**src/rtl/axonerve_kvs_pkg.sv**
```systemverilog
// Shared types and widths for the axonerve KVS command arbiter.
// Op codes, FSM states and command/response bundles.
package axonerve_kvs_pkg;

  localparam int OP_W  = 3;
  localparam int KEY_W = 128;
  localparam int MSK_W = 128;
  localparam int PRI_W = 7;
  localparam int VAL_W = 32;

  typedef enum logic [2:0] {
    OP_NONE   = 3'd0,
    OP_ERASE  = 3'd1,
    OP_WRITE  = 3'd2,
    OP_READ   = 3'd3,
    OP_SEARCH = 3'd4,
    OP_UPDATE = 3'd5
  } kvs_op_t;

  typedef enum logic [1:0] {
    ST_INIT,
    ST_RUN,
    ST_DRAIN,
    ST_DRAINED
  } kvs_state_t;

  typedef struct packed {
    logic update;
    logic search;
    logic read;
    logic write;
    logic erase;
  } kvs_op_oh_t;

  typedef struct packed {
    logic             valid;
    kvs_op_oh_t       op;
    logic [KEY_W-1:0] key;
    logic [MSK_W-1:0] msk;
    logic [PRI_W-1:0] pri;
    logic [VAL_W-1:0] val;
  } kvs_cmd_t;

  typedef struct packed {
    logic             ent_err;
    logic             single_hit;
    logic             multi_hit;
    logic [VAL_W-1:0] val;
  } kvs_rsp_t;

  // Undefined codes map to no op bit; the kernel still acks them.
  function automatic kvs_op_oh_t op_decode(input logic [OP_W-1:0] op);
    kvs_op_oh_t oh;
    oh = '0;
    case (op)
      OP_ERASE:  oh.erase  = 1'b1;
      OP_WRITE:  oh.write  = 1'b1;
      OP_READ:   oh.read   = 1'b1;
      OP_SEARCH: oh.search = 1'b1;
      OP_UPDATE: oh.update = 1'b1;
      default:   oh = '0;
    endcase
    return oh;
  endfunction

endpackage

```
**src/rtl/axonerve_kvs_tag_fifo.sv**
```systemverilog
// In-order FIFO of requester IDs for commands awaiting a kernel ACK.
// Register based; DEPTH is a power of two no larger than 16.
module axonerve_kvs_tag_fifo #(
  parameter int ID_W  = 2,
  parameter int DEPTH = 16
) (
  input  logic            clk,
  input  logic            rst,
  input  logic            push,
  input  logic [ID_W-1:0] push_id,
  input  logic            pop,
  output logic [ID_W-1:0] head_id,
  output logic [4:0]      count,
  output logic            empty,
  output logic            full
);

  localparam int PW = (DEPTH > 1) ? $clog2(DEPTH) : 1;

  logic [ID_W-1:0] mem_q [DEPTH];
  logic [ID_W-1:0] mem_d [DEPTH];
  logic [PW-1:0]   wr_q, wr_d;
  logic [PW-1:0]   rd_q, rd_d;
  logic [4:0]      cnt_q, cnt_d;
  logic            do_push;
  logic            do_pop;

  assign empty   = (cnt_q == 5'd0);
  assign full    = (cnt_q == 5'(DEPTH));
  assign count   = cnt_q;
  assign head_id = mem_q[rd_q];
  assign do_push = push && !full;
  assign do_pop  = pop && !empty;

  // Pointer and occupancy update; push and pop together keep the count.
  always_comb begin
    mem_d = mem_q;
    wr_d  = wr_q;
    rd_d  = rd_q;
    if (do_push) begin
      mem_d[wr_q] = push_id;
      wr_d        = wr_q + PW'(1);
    end
    if (do_pop) begin
      rd_d = rd_q + PW'(1);
    end
    cnt_d = cnt_q + {4'd0, do_push} - {4'd0, do_pop};
  end

  // Storage registers; reset discards every tag.
  always_ff @(posedge clk or posedge rst) begin
    if (rst) begin
      mem_q <= '{default: '0};
      wr_q  <= '0;
      rd_q  <= '0;
      cnt_q <= '0;
    end else begin
      mem_q <= mem_d;
      wr_q  <= wr_d;
      rd_q  <= rd_d;
      cnt_q <= cnt_d;
    end
  end

endmodule

```
**src/rtl/axonerve_kvs_arbiter.sv**
```systemverilog
// Round-robin arbiter sharing one axonerve KVS kernel command port.
// Tags each command with its requester and routes ACKs back in order.
module axonerve_kvs_arbiter
  import axonerve_kvs_pkg::*;
#(
  parameter int NUM_REQ   = 4,
  parameter int TAG_DEPTH = 16,
  parameter int ID_W      = $clog2(NUM_REQ)
) (
  input  logic                     I_CLK,
  input  logic                     I_RST,
  input  logic                     I_DRAIN,
  input  logic [NUM_REQ-1:0]       I_REQ_VALID,
  output logic [NUM_REQ-1:0]       O_REQ_READY,
  input  logic [OP_W*NUM_REQ-1:0]  I_REQ_OP,
  input  logic [KEY_W*NUM_REQ-1:0] I_REQ_KEY_DAT,
  input  logic [MSK_W*NUM_REQ-1:0] I_REQ_EKEY_MSK,
  input  logic [PRI_W*NUM_REQ-1:0] I_REQ_KEY_PRI,
  input  logic [VAL_W*NUM_REQ-1:0] I_REQ_KEY_VALUE,
  output logic [NUM_REQ-1:0]       O_RSP_VALID,
  output logic                     O_RSP_ENT_ERR,
  output logic                     O_RSP_SINGLE_HIT,
  output logic                     O_RSP_MULTI_HIT,
  output logic [VAL_W-1:0]         O_RSP_KEY_VALUE,
  input  logic                     I_KV_READY,
  input  logic                     I_KV_WAIT,
  input  logic                     I_KV_CMD_FULL,
  output logic                     O_KV_CMD_VALID,
  output logic                     O_KV_CMD_ERASE,
  output logic                     O_KV_CMD_WRITE,
  output logic                     O_KV_CMD_READ,
  output logic                     O_KV_CMD_SEARCH,
  output logic                     O_KV_CMD_UPDATE,
  output logic [KEY_W-1:0]         O_KV_KEY_DAT,
  output logic [MSK_W-1:0]         O_KV_EKEY_MSK,
  output logic [PRI_W-1:0]         O_KV_KEY_PRI,
  output logic [VAL_W-1:0]         O_KV_KEY_VALUE,
  input  logic                     I_KV_ACK,
  input  logic                     I_KV_ENT_ERR,
  input  logic                     I_KV_SINGLE_HIT,
  input  logic                     I_KV_MULTI_HIT,
  input  logic [VAL_W-1:0]         I_KV_KEY_VALUE,
  output logic [4:0]               O_OUTSTANDING,
  output logic                     O_IDLE,
  output logic                     O_ORPHAN_ACK
);

  kvs_state_t          state_q, state_d;
  logic [ID_W-1:0]     ptr_q, ptr_d;
  kvs_cmd_t            cmd_q, cmd_d;
  kvs_rsp_t            rsp_q, rsp_d;
  logic [NUM_REQ-1:0]  rsp_valid_q, rsp_valid_d;
  logic                orphan_q, orphan_d;

  logic                grant_en;
  logic [NUM_REQ-1:0]  gnt;
  logic [ID_W-1:0]     gid;
  logic                xfer;
  logic                pop;
  logic [ID_W-1:0]     head_id;
  logic [4:0]          count;
  logic                empty;
  logic                full;

  axonerve_kvs_tag_fifo #(
    .ID_W  (ID_W),
    .DEPTH (TAG_DEPTH)
  ) u_tag_fifo (
    .clk     (I_CLK),
    .rst     (I_RST),
    .push    (xfer),
    .push_id (gid),
    .pop     (pop),
    .head_id (head_id),
    .count   (count),
    .empty   (empty),
    .full    (full)
  );

  assign grant_en = (state_q == ST_RUN) && I_KV_READY &&
                    !I_KV_WAIT && !I_KV_CMD_FULL && !full;
  assign pop      = I_KV_ACK && !empty;

  // First valid requester at or after the pointer wins the grant.
  always_comb begin
    int  idx;
    logic found;
    gnt   = '0;
    gid   = '0;
    found = 1'b0;
    idx   = 0;
    for (int k = 0; k < NUM_REQ; k++) begin
      idx = int'(ptr_q) + k;
      if (idx >= NUM_REQ) idx = idx - NUM_REQ;
      if (grant_en && !found && I_REQ_VALID[idx]) begin
        gnt[idx] = 1'b1;
        gid      = ID_W'(idx);
        found    = 1'b1;
      end
    end
    xfer = found;
  end

  // Pointer moves past the winner only when a transfer happens.
  always_comb begin
    ptr_d = ptr_q;
    if (xfer) begin
      if (gid == ID_W'(NUM_REQ - 1)) ptr_d = '0;
      else                           ptr_d = gid + ID_W'(1);
    end
  end

  // Register the granted command; fields hold between strobes.
  always_comb begin
    cmd_d       = cmd_q;
    cmd_d.valid = xfer;
    cmd_d.op    = '0;
    if (xfer) begin
      cmd_d.op  = op_decode(I_REQ_OP[gid*OP_W +: OP_W]);
      cmd_d.key = I_REQ_KEY_DAT[gid*KEY_W +: KEY_W];
      cmd_d.msk = I_REQ_EKEY_MSK[gid*MSK_W +: MSK_W];
      cmd_d.pri = I_REQ_KEY_PRI[gid*PRI_W +: PRI_W];
      cmd_d.val = I_REQ_KEY_VALUE[gid*VAL_W +: VAL_W];
    end
  end

  // Route each ACK to the head tag; an ACK with no tag is flagged.
  always_comb begin
    rsp_d       = rsp_q;
    rsp_valid_d = '0;
    orphan_d    = orphan_q;
    if (pop) begin
      rsp_valid_d[head_id] = 1'b1;
      rsp_d.ent_err        = I_KV_ENT_ERR;
      rsp_d.single_hit     = I_KV_SINGLE_HIT;
      rsp_d.multi_hit      = I_KV_MULTI_HIT;
      rsp_d.val            = I_KV_KEY_VALUE;
    end else if (I_KV_ACK) begin
      orphan_d = 1'b1;
    end
  end

  // Run/drain sequencing; losing kernel ready always returns to init.
  always_comb begin
    state_d = state_q;
    if (!I_KV_READY) begin
      state_d = ST_INIT;
    end else begin
      unique case (state_q)
        ST_INIT:    state_d = ST_RUN;
        ST_RUN:     if (I_DRAIN) state_d = ST_DRAIN;
        ST_DRAIN: begin
          if (!I_DRAIN)
            state_d = ST_RUN;
          else if (count == 5'd0 && rsp_valid_q == '0)
            state_d = ST_DRAINED;
        end
        ST_DRAINED: if (!I_DRAIN) state_d = ST_RUN;
        default:    state_d = ST_INIT;
      endcase
    end
  end

  // State registers with asynchronous reset.
  always_ff @(posedge I_CLK or posedge I_RST) begin
    if (I_RST) begin
      state_q     <= ST_INIT;
      ptr_q       <= '0;
      cmd_q       <= '0;
      rsp_q       <= '0;
      rsp_valid_q <= '0;
      orphan_q    <= 1'b0;
    end else begin
      state_q     <= state_d;
      ptr_q       <= ptr_d;
      cmd_q       <= cmd_d;
      rsp_q       <= rsp_d;
      rsp_valid_q <= rsp_valid_d;
      orphan_q    <= orphan_d;
    end
  end

  assign O_REQ_READY      = gnt;
  assign O_KV_CMD_VALID   = cmd_q.valid;
  assign O_KV_CMD_ERASE   = cmd_q.op.erase;
  assign O_KV_CMD_WRITE   = cmd_q.op.write;
  assign O_KV_CMD_READ    = cmd_q.op.read;
  assign O_KV_CMD_SEARCH  = cmd_q.op.search;
  assign O_KV_CMD_UPDATE  = cmd_q.op.update;
  assign O_KV_KEY_DAT     = cmd_q.key;
  assign O_KV_EKEY_MSK    = cmd_q.msk;
  assign O_KV_KEY_PRI     = cmd_q.pri;
  assign O_KV_KEY_VALUE   = cmd_q.val;
  assign O_RSP_VALID      = rsp_valid_q;
  assign O_RSP_ENT_ERR    = rsp_q.ent_err;
  assign O_RSP_SINGLE_HIT = rsp_q.single_hit;
  assign O_RSP_MULTI_HIT  = rsp_q.multi_hit;
  assign O_RSP_KEY_VALUE  = rsp_q.val;
  assign O_OUTSTANDING    = count;
  assign O_IDLE           = (state_q == ST_DRAINED);
  assign O_ORPHAN_ACK     = orphan_q;

endmodule

```
**config.mk**
```make
export PLATFORM = sky130hd
export DESIGN_NAME = axonerve_kvs_arbiter
export DESIGN_NICKNAME = d
export VERILOG_FILES = /design/src/rtl/axonerve_kvs_pkg.sv /design/src/rtl/axonerve_kvs_tag_fifo.sv /design/src/rtl/axonerve_kvs_arbiter.sv
export SDC_FILE = /design/constraint.sdc
export NUM_CORES = 2
export LEC_CHECK = 0
export CAP_MARGIN = 15
export CORE_AREA = 2 2 615 617
export CTS_CLUSTER_DIAMETER = 80
export DETAILED_ROUTE_END_ITERATION = 7
export DIE_AREA = 0 0 617 619
export GPL_TIMING_DRIVEN = 0
export MAX_ROUTING_LAYER = met4
export PLACE_DENSITY_LB_ADDON = 0.2
export RECOVER_POWER = 100
export SYNTH_ARGS = -nofsm -noshare
export SYNTH_HDL_FRONTEND = slang
export SYNTH_SLANG_ARGS = --single-unit
export TNS_END_PERCENT = 1
```
**constraint.sdc**
```tcl
create_clock -name I_CLK -period 26.3 [get_ports I_CLK]
set_input_delay 7.89 -clock I_CLK [delete_from_list [all_inputs] [get_ports I_CLK]]
set_output_delay 7.89 -clock I_CLK [all_outputs]
set_load 0.05 [all_outputs]
```
Word level (Yosys, flattened, before mapping)

Cells that the tools add are included.

Flip-flop bits (word level): 390
Word-level logic and storage cells: 183
Output and inout port bits: 351

Multiplexer cells: 58
Bitwise logic cells: 6
Multipliers: 2
Equal/unequal tests: 13
Reduce and logical (&&, ||, !) cells: 33
Shift-type cells: 5
$lt $le $gt $ge: 17
$add $sub $neg: 12

Operators with widths:

| cell                                                  | count |
|---|---|
| indexed part select 512 x 10 -> 128 bit               | 2 |
| 2-to-1 mux 300 bit                                    | 1 |
| >= comparator 32 x 1 -> 1 bit (second input constant) | 4 |
| < comparator 32 x 4 -> 1 bit (second input constant)  | 4 |
| 2-to-1 mux 32 bit                                     | 4 |
| indexed part select 128 x 8 -> 32 bit                 | 1 |
| bitwise mux 32 bit                                    | 1 |
| indexed part select 28 x 6 -> 7 bit                   | 1 |
| 2-to-1 mux 2 bit                                      | 13 |
| 2-to-1 mux 1 bit                                      | 22 |
| logical AND 1 bit                                     | 21 |
| 2-to-1 mux 4 bit                                      | 5 |
| bitwise OR 4 bit                                      | 3 |
| indexed part select 12 x 5 -> 3 bit                   | 1 |
| subtractor 3 x 3 -> 4 bit (second input constant)     | 3 |
| demux 1 bit (select 2 bit)                            | 5 |
| >= comparator 5 bit (second input constant)           | 2 |
| NOT 4 -> 5 bit                                        | 2 |
| >= comparator 3 bit (second input constant)           | 3 |
| adder 4 x 1 -> 4 bit (second input constant)          | 2 |
| binary-select mux 1 bit (select 2 bit)                | 4 |
| binary-select mux 2 bit (select 4 bit)                | 1 |
| demux 2 bit (select 4 bit)                            | 1 |
| case mux 2 bit (4 select lines)                       | 1 |
| 27 further kinds                                      | 39 |

Longest topological paths before layout

Depth in word-level cells: 24
Gate-level depth with buffers: 18
Gate-level depth less buffers: 15

By module

A second synthesis with hierarchy kept.

Cell total of the unflattened synthesis: 2786
Area, all modules: 25578.3 um^2

Modules (own cells, without submodules):

| module                | cells an instance | area each (um^2) | instances | sequential area each (um^2) |
|---|---|---|---|---|
| axonerve_kvs_arbiter  | 2607              | 23130.9          | 1         | 8633.3 |
| axonerve_kvs_tag_fifo | 179               | 2447.3           | 1         | 1126.1 |

Worst setup path before layout

Ideal clock, no wire load.

Kind: input to output
From: input port I_KV_READY
To: output port O_REQ_READY[0]
Arrival: 9322 ps
Data required time: 18410 ps
Path slack: 9088 ps
Path buffers: 2
Stages on the path: 6
Path through: nor4bb_1 o31ai_1 clkbuf_1 clkbuf_1 nor2_1 a221o_1

Word-level cells in the longest chain between the ends: 18
Elaborated cells between the ends (all ways): 24
Those cells by class: 7 x mux; 3 x bitwise; 14 x reduce/logical

RTL lines:

| what                              | RTL line                   | RTL |
|---|---|---|
| start, declared                   | axonerve_kvs_arbiter.sv:25 | `input logic I_KV_READY,` |
| logical AND 1 bit * (2 in series) | axonerve_kvs_arbiter.sv:80 | `assign grant_en = (state_q == ST_RUN) && I_KV_READY &&` |
| logical AND 1 bit * (2 in series) | axonerve_kvs_arbiter.sv:81 | `!I_KV_WAIT && !I_KV_CMD_FULL && !full;` |
| logical AND 1 bit                 | axonerve_kvs_arbiter.sv:95 | `if (grant_en && !found && I_REQ_VALID[idx]) begin` |
| 2-to-1 mux 1 bit                  | axonerve_kvs_arbiter.sv:95 |  |
| logical NOT 1 bit                 | axonerve_kvs_arbiter.sv:95 |  |
| logical AND 1 bit (2 in series)   | axonerve_kvs_arbiter.sv:95 |  |
| 2-to-1 mux 1 bit                  | axonerve_kvs_arbiter.sv:95 |  |
| logical NOT 1 bit                 | axonerve_kvs_arbiter.sv:95 |  |
| logical AND 1 bit (2 in series)   | axonerve_kvs_arbiter.sv:95 |  |
| 2-to-1 mux 1 bit                  | axonerve_kvs_arbiter.sv:95 |  |
| logical NOT 1 bit                 | axonerve_kvs_arbiter.sv:95 |  |
| logical AND 1 bit (2 in series)   | axonerve_kvs_arbiter.sv:95 |  |
| 2-to-1 mux 4 bit *                | axonerve_kvs_arbiter.sv:95 |  |
| end, declared                     | axonerve_kvs_arbiter.sv:14 | `output logic [NUM_REQ-1:0] O_REQ_READY,` |

Every way passes the cells marked *; elsewhere a longest branch is shown, timed or not.

Worst setup path after layout

From: input port I_KV_READY
To: output port O_REQ_READY[3]

The elaborated chain is that of the path after synthesis.

==> summary.txt <==
Setup path
  • Worst Setup Path Type: in2out
  • Reg-to-reg critical path startpoint: ptr_q[0]$_DFFE_PP0P_
  • CP Launch Type: primary input
  • Crit. End Element: output port
  • Critical path fanouts, max: 10
  • Flop2flop setup slack: between 15 and 20 ns
  • R2r endpoint: O_KV_EKEY_MSK[74]$_DFFE_PP0P_
  • CP Cell Sequence: dlygate4sd3_1 -> nor4bb_1 -> o31ai_1 -> buf_8 -> clkbuf_1 -> clkbuf_1 -> nor2_1 -> a221o_1 -> dlygate4sd3_1
  • Kind of cell adding the most delay to the critical path: buffers and inverters
  • Crit-path slowest cell: clkbuf_1
  • WP buf/inv: 5
  • CP required: roughly 18 ns
  • Worst reg2reg path depth: 15
  • CP max stage delay: 1.08 ns
  • Critical path data arrival time: roughly 12 ns

Pwr
  • Overall Power: around 0.0053 W
  • PD cells: between 100 and 150 mW/mm^2
  • Peak supply drop: 0.0602 mV
  • Leak: about 18 nW

Clock network
  • Clk sinks: 390
  • Num CTS Buffers: 78
  • CTS tree: built
  • Reg clk slew, reported paths: about 0.05 ns
  • PostCTS Resize Cnt: 0
  • Root Driver: clkbuf_16
  • Cts hold-fix bufs: 0
  • Htree depth: 3
  • Clock latency on the worst-skew pair: 0.80 ns
  • Clock Path Buffers: 4
  • Post-CTS Setup Bufs: 0

Status
  • Status: finished with violations
  • Failing checks: max-capacitance violations, max-slew violations

Die
  • Die height: 619 um
  • Initial Util: 6.38%
  • Top Ports: 1589
  • Die Wd: slightly above 600 um
  • Core area: roughly 0.37 mm^2
  • Die area: approximately 0.38 mm^2
  • Row count: around 230

Global routing
  • First-pass GRT wire length: 392 mm
  • GRT Util Overall: 16.7%
  • Number of global-route vias before repair: about 31000
  • Initial antenna violation count: 135
  • Largest net degree at the start of global routing: 97
  • Grt total ovfl: 0

Logic synthesis
  • Synthesized area per cell: between 9 and 10 um^2
  • Synthesis Warnings: 0
  • Post-synth top area share: 40.8%
  • Synth area leader: dfrtp_1
  • EDFF count, synth: 0
  • Commonest cells post-synth: nor3_1 (591), dfrtp_1 (390), nor2_1 (316)
  • Number of distinct library cells after synthesis: 43
  • Synthesized net count: approximately 3700
  • Syn Inst Count: approximately 2500
  • Synth Flop Type: dfrtp_1
  • Synth area leaders: dfrtp_1 (41%), a221o_1 (13%), nor3_1 (12%), mux2_4 (7.7%), nor2_1 (5.0%)
  • Synth async-reset ratio: 100%
  • Syn Std Cell Area: approximately 0.024 mm^2
  • Seq/Total Area, Yosys: roughly two fifths
  • Cell with the most instances after synthesis: nor3_1
  • Seq cells post-synth: 390

Drt
  • Initial DRT Pass Iterations: 5
  • DRC: 0
  • Via count: 29200
  • Wire per inst: 34.8 um
  • Initial DRC count: 1711
  • Drt total wl: 321 mm
  • Routed Antenna Nets: 0
  • Vias/cell: between 3 and 4

Timing
  • Worst slew pin tran: approximately 5.9 ns
  • Max Fclk: 0.0498 GHz
  • RSZ-0062 raised after global routing: false
  • Count of final setup violators: 0
  • Minimum clock period: ~20 ns
  • Fin crit share: between 70 and 80%
  • Final worst setup slack: just over 6 ns
  • Clk_skew: approximately 0.082 ns
  • Final hold violation count: 0
  • Slew Limit Fails: about 460
  • Relative slew slack: -290%

Placed design
  • Placement-stage cell area: between 0.04 and 0.05 mm^2
  • Post-Place Cells: 9067
  • Pre-CTS setup slack: 6.60 ns
  • Post-DP HPWL: roughly 290 mm
  • Routability cong.: 0.915
  • Port buffer count: ~1600

Hold path
  • Hold Startpoint: O_ORPHAN_ACK$_DFFE_PP0P_
  • Hold-critical path depth: 1
  • HP Class: reg2reg
  • Hold Path End: O_ORPHAN_ACK$_DFFE_PP0P_

Flow run
  • Max-Cap Viols: 17

Layout
  • Fin util: 13.0%
  • Post-route design area: 0.0488 mm^2
  • Final std cells w/o fill: 9239
  • Final net count: around 5400
  • Area Overhead vs Synth: 104%
  • Fraction of layout cells with a size suffix above 1: 7.94%
-- cells by family (layout without fill, tap and decap cells) --
family | Yosys count | in the layout | share of synthesized area, %
other | 0 | 40 | 0
buffers and inverters | 265 | 2017 | 5.20
muxes | 331 | 331 | 18.1
adders and majority gates | 24 | 24 | 1.29
xor gates and xnor gates | 12 | 12 | 0.439
AOI/OAI and AO/OA | 345 | 345 | 13.6
and+or+nand+nor | 1086 | 1086 | 20.5
DFF | 390 | 390 | 40.8
-- flip-flops by register name, summed over array words and instances, names as in the netlist --
| register | flops |
|---|---|
| O_KV_CMD_ERASE | 1 |
| O_KV_CMD_READ | 1 |
| O_KV_CMD_SEARCH | 1 |
| O_KV_CMD_UPDATE | 1 |
| O_KV_CMD_VALID | 1 |
| O_KV_CMD_WRITE | 1 |
| O_KV_EKEY_MSK | 128 |
| O_KV_KEY_DAT | 128 |
| O_KV_KEY_PRI | 7 |
| O_KV_KEY_VALUE | 32 |
| O_ORPHAN_ACK | 1 |
| O_RSP_ENT_ERR | 1 |
| O_RSP_KEY_VALUE | 32 |
| O_RSP_MULTI_HIT | 1 |
| O_RSP_SINGLE_HIT | 1 |
| O_RSP_VALID | 4 |
| ptr_q | 2 |
| state_q | 2 |
| u_tag_fifo.count | 5 |
| u_tag_fifo.mem_q | 32 |
| u_tag_fifo.rd_q | 4 |
| u_tag_fifo.wr_q | 4 |
-- power by group --
group,leakage (nW),total [W],internal [W],switching [W]
clock,1.21,0.00102,0.000624,0.000400
combinational,12.0,0.00324,0.000879,0.00236
sequential,4.83,0.00105,0.000849,0.000206
total,18.0,0.00532,0.00235,0.00297
-- stage by stage --
| stage | TNS, ns | hold slack (ns) |
|---|---|---|
| after global placement | -189.17 | 0.454 |
| after floorplan | 0 | 0.445 |
| after detailed placement | 0 | 0.464 |
| after global routing | 0 | 0.496 |
| after CTS | 0 | 0.481 |
| final | 0 | 0.467 |
-- worst max path at each step --
stage / startpoint / cells past startpoint / slack [ns] / to
2_1_floorplan: I_RST / 1 / 7.57 / O_KV_CMD_ERASE$_DFF_PP0_
3_3_place_gp: I_RST / 2 / -0.74 / O_KV_EKEY_MSK[52]$_DFFE_PP0P_
3_5_place_dp: I_KV_READY / 9 / 6.60 / O_REQ_READY[1]
4_1_cts: I_KV_READY / 9 / 6.63 / O_REQ_READY[1]
5_1_grt: I_RST / 4 / 5.26 / O_KV_EKEY_MSK[60]$_DFFE_PP0P_
6_report: I_KV_READY / 9 / 6.22 / O_REQ_READY[3]
-- placed cells by master (no fill, tap or decap), types with 59 or more instances in the layout --
| cell | count |
|---|---|
| a221o_1 | 300 |
| clkbuf_16 | 79 |
| mux2_2 | 59 |
| clkdlybuf4s50_1 | 1234 |
| clkbuf_1 | 241 |
| nand2_1 | 144 |
| nor3_1 | 590 |
| dfrtp_1 | 390 |
| nor2_1 | 316 |
| mux2_1 | 160 |
| mux2_4 | 87 |
| dlygate4sd3_1 | 348 |
-- layout make-up --
type	instances	area (um^2)
Fill cell	42700	326000
Sequential cell	390	9760
Multi-Input combinational cell	1798	12800
Inverter	19	72.6
Clock inverter	27	309
Antenna cell	40	100
Timing Repair Buffer	1621	16300
Tap cell	4994	6250
Clock buffer	104	2190
Buffer	246	1080
-- per-layer routing --
metal	up-vias	GRT usage, %	routed length, um
met2	1453	29.9	163000
met4	0	3.02	8390
met3	317	6.40	29700
li1	12700	-	-
met5	-	-	0
met1	14700	17.4	120000
Power figures use the tool's default switching activity.
==> RTL edit: new RTL, config.mk and constraints unchanged <==
Put a register stage on the output `O_RSP_ENT_ERR`. The value now appears one clock later. The other outputs are not delayed to match.
--- a/src/rtl/axonerve_kvs_arbiter.sv
+++ b/src/rtl/axonerve_kvs_arbiter.sv
@@ -192,7 +192,9 @@
   assign O_KV_KEY_PRI     = cmd_q.pri;
   assign O_KV_KEY_VALUE   = cmd_q.val;
   assign O_RSP_VALID      = rsp_valid_q;
-  assign O_RSP_ENT_ERR    = rsp_q.ent_err;
+  always_ff @(posedge I_CLK) begin
+    O_RSP_ENT_ERR <= rsp_q.ent_err;
+  end
   assign O_RSP_SINGLE_HIT = rsp_q.single_hit;
   assign O_RSP_MULTI_HIT  = rsp_q.multi_hit;
   assign O_RSP_KEY_VALUE  = rsp_q.val;
Behaviour: not the same (Yosys sat finds a counterexample within 4 cycles, from zero or initial values and one cycle with I_RST high).
==> RTL edit against the unedited design <==
  * The flow still finishes with violations (max-capacitance violations, max-slew violations)
  * Combinational power is 1% higher
  * Setup slack worse by 0.023 ns
  * First-iteration DRC count is 15% higher
  * Routed wire length is 3.3% lower
  * Clock skew is 0.025 ns lower
  * Final area is 1.2% higher
  * Maximum frequency is 0.11% lower
  * Synthesized area is 1.1% higher
  * Sequential cell count is 1 higher
  * Total power is 0.37% lower
==> RTL edit: results (changes against the unedited design) <==
Tot GR Track Use=16.2% (was 16.7%); critical path's largest stage delay=1.02 ns (was 1.08 ns); Mapped Cells=2486 (was 2453); count of different cell masters after synthesis=44 (was 43); Setup crit end=O_REQ_READY[2] (was O_REQ_READY[3]); failing checks=max-capacitance violations, max-slew violations (unchanged); maxcap violations=9 (was 17); met1 Use GR=16.6% (was 17.4%); Synth area leaders=dfrtp_1 (40%), a221o_1 (12%), nor3_1 (12%) (was dfrtp_1 (41%), a221o_1 (13%), nor3_1 (12%)); highest clock rate=49.7 MHz (was 49.8 MHz); hold_sp=rsp_q[34]$_DFFE_PP0P_ (was O_ORPHAN_ACK$_DFFE_PP0P_); Hold EP=O_RSP_ENT_ERR$_DFF_P_ (was O_ORPHAN_ACK$_DFFE_PP0P_); vias in the first global route=30590 (was 31181); hold depth=0 (was 1); worst slew pin tran=5.97 ns (was 5.85 ns); Final Skew=0.0565 ns (was 0.0819 ns); Cell Count, Final, Fillers Out=9266 (was 9239); P_clk=0.958 mW (was 1.02 mW); fraction of registers with async set/reset=99.7% (was 100%); WL met2=157 mm (was 163 mm); routed wl met3=34.4 mm (was 29.7 mm); hpwl dp=278 mm (was 288 mm); RR Endpoint=O_KV_KEY_DAT[71]$_DFFE_PP0P_ (was O_KV_EKEY_MSK[74]$_DFFE_PP0P_); vias=28895 (was 29184); GP Congestion=0.940 (was 0.915); drt total wl=311 mm (was 321 mm); Post-Synth Adder-Cell Area=1.27% (was 1.29%); fin nets=5462 (was 5416); # fillers=42610 (was 42734); placed instance count=9116 (was 9067); first-pass GRT wire length=380 mm (was 392 mm); max-slew violations=422 (was 461); complex-gate fraction of the synthesized area=13.5% (was 13.6%); XOR/XNOR Fraction of Synth Area=0.435% (was 0.439%); DRT iter0 DRCs=1975 (was 1711); outcome=finished with violations (unchanged); syn nets=3748 (was 3715)
==> RTL edit: cell count changes in the layout (fill, tap and decap cells not counted), moves of 12 or more <==
cell	unedited run	this run
buf_6	18	33
buf_12	13	25
diode_2	40	28
mux2_1	160	97
buf_4	2	34
mux2_2	59	86
mux2_4	87	123
clkbuf_1	241	214
==> RTL edit: stage by stage <==
step	hold WS, ns	setup TNS, ns	power, mW
detailed placement	0.365	0	4.58
CTS	0.378	0	5.59
global route	0.395	0	5.63
global placement	0.360	-132.40	4.49
floorplan	0.347	0	2.57
finish	0.374	0	5.30
==> RTL edit: final cells by class <==
class	count	area, sq um	area share, %
Sequential cell	391	9780	19.8
Buffer	278	1420	2.87
Timing Repair Buffer	1640	16600	33.6
Clock inverter	29	310	0.628
Antenna cell	28	70.1	0.142
Clock buffer	89	1990	4.02
Inverter	19	72.6	0.147
Multi-Input combinational cell	1798	12900	26.2
Tap cell	4994	6250	12.6
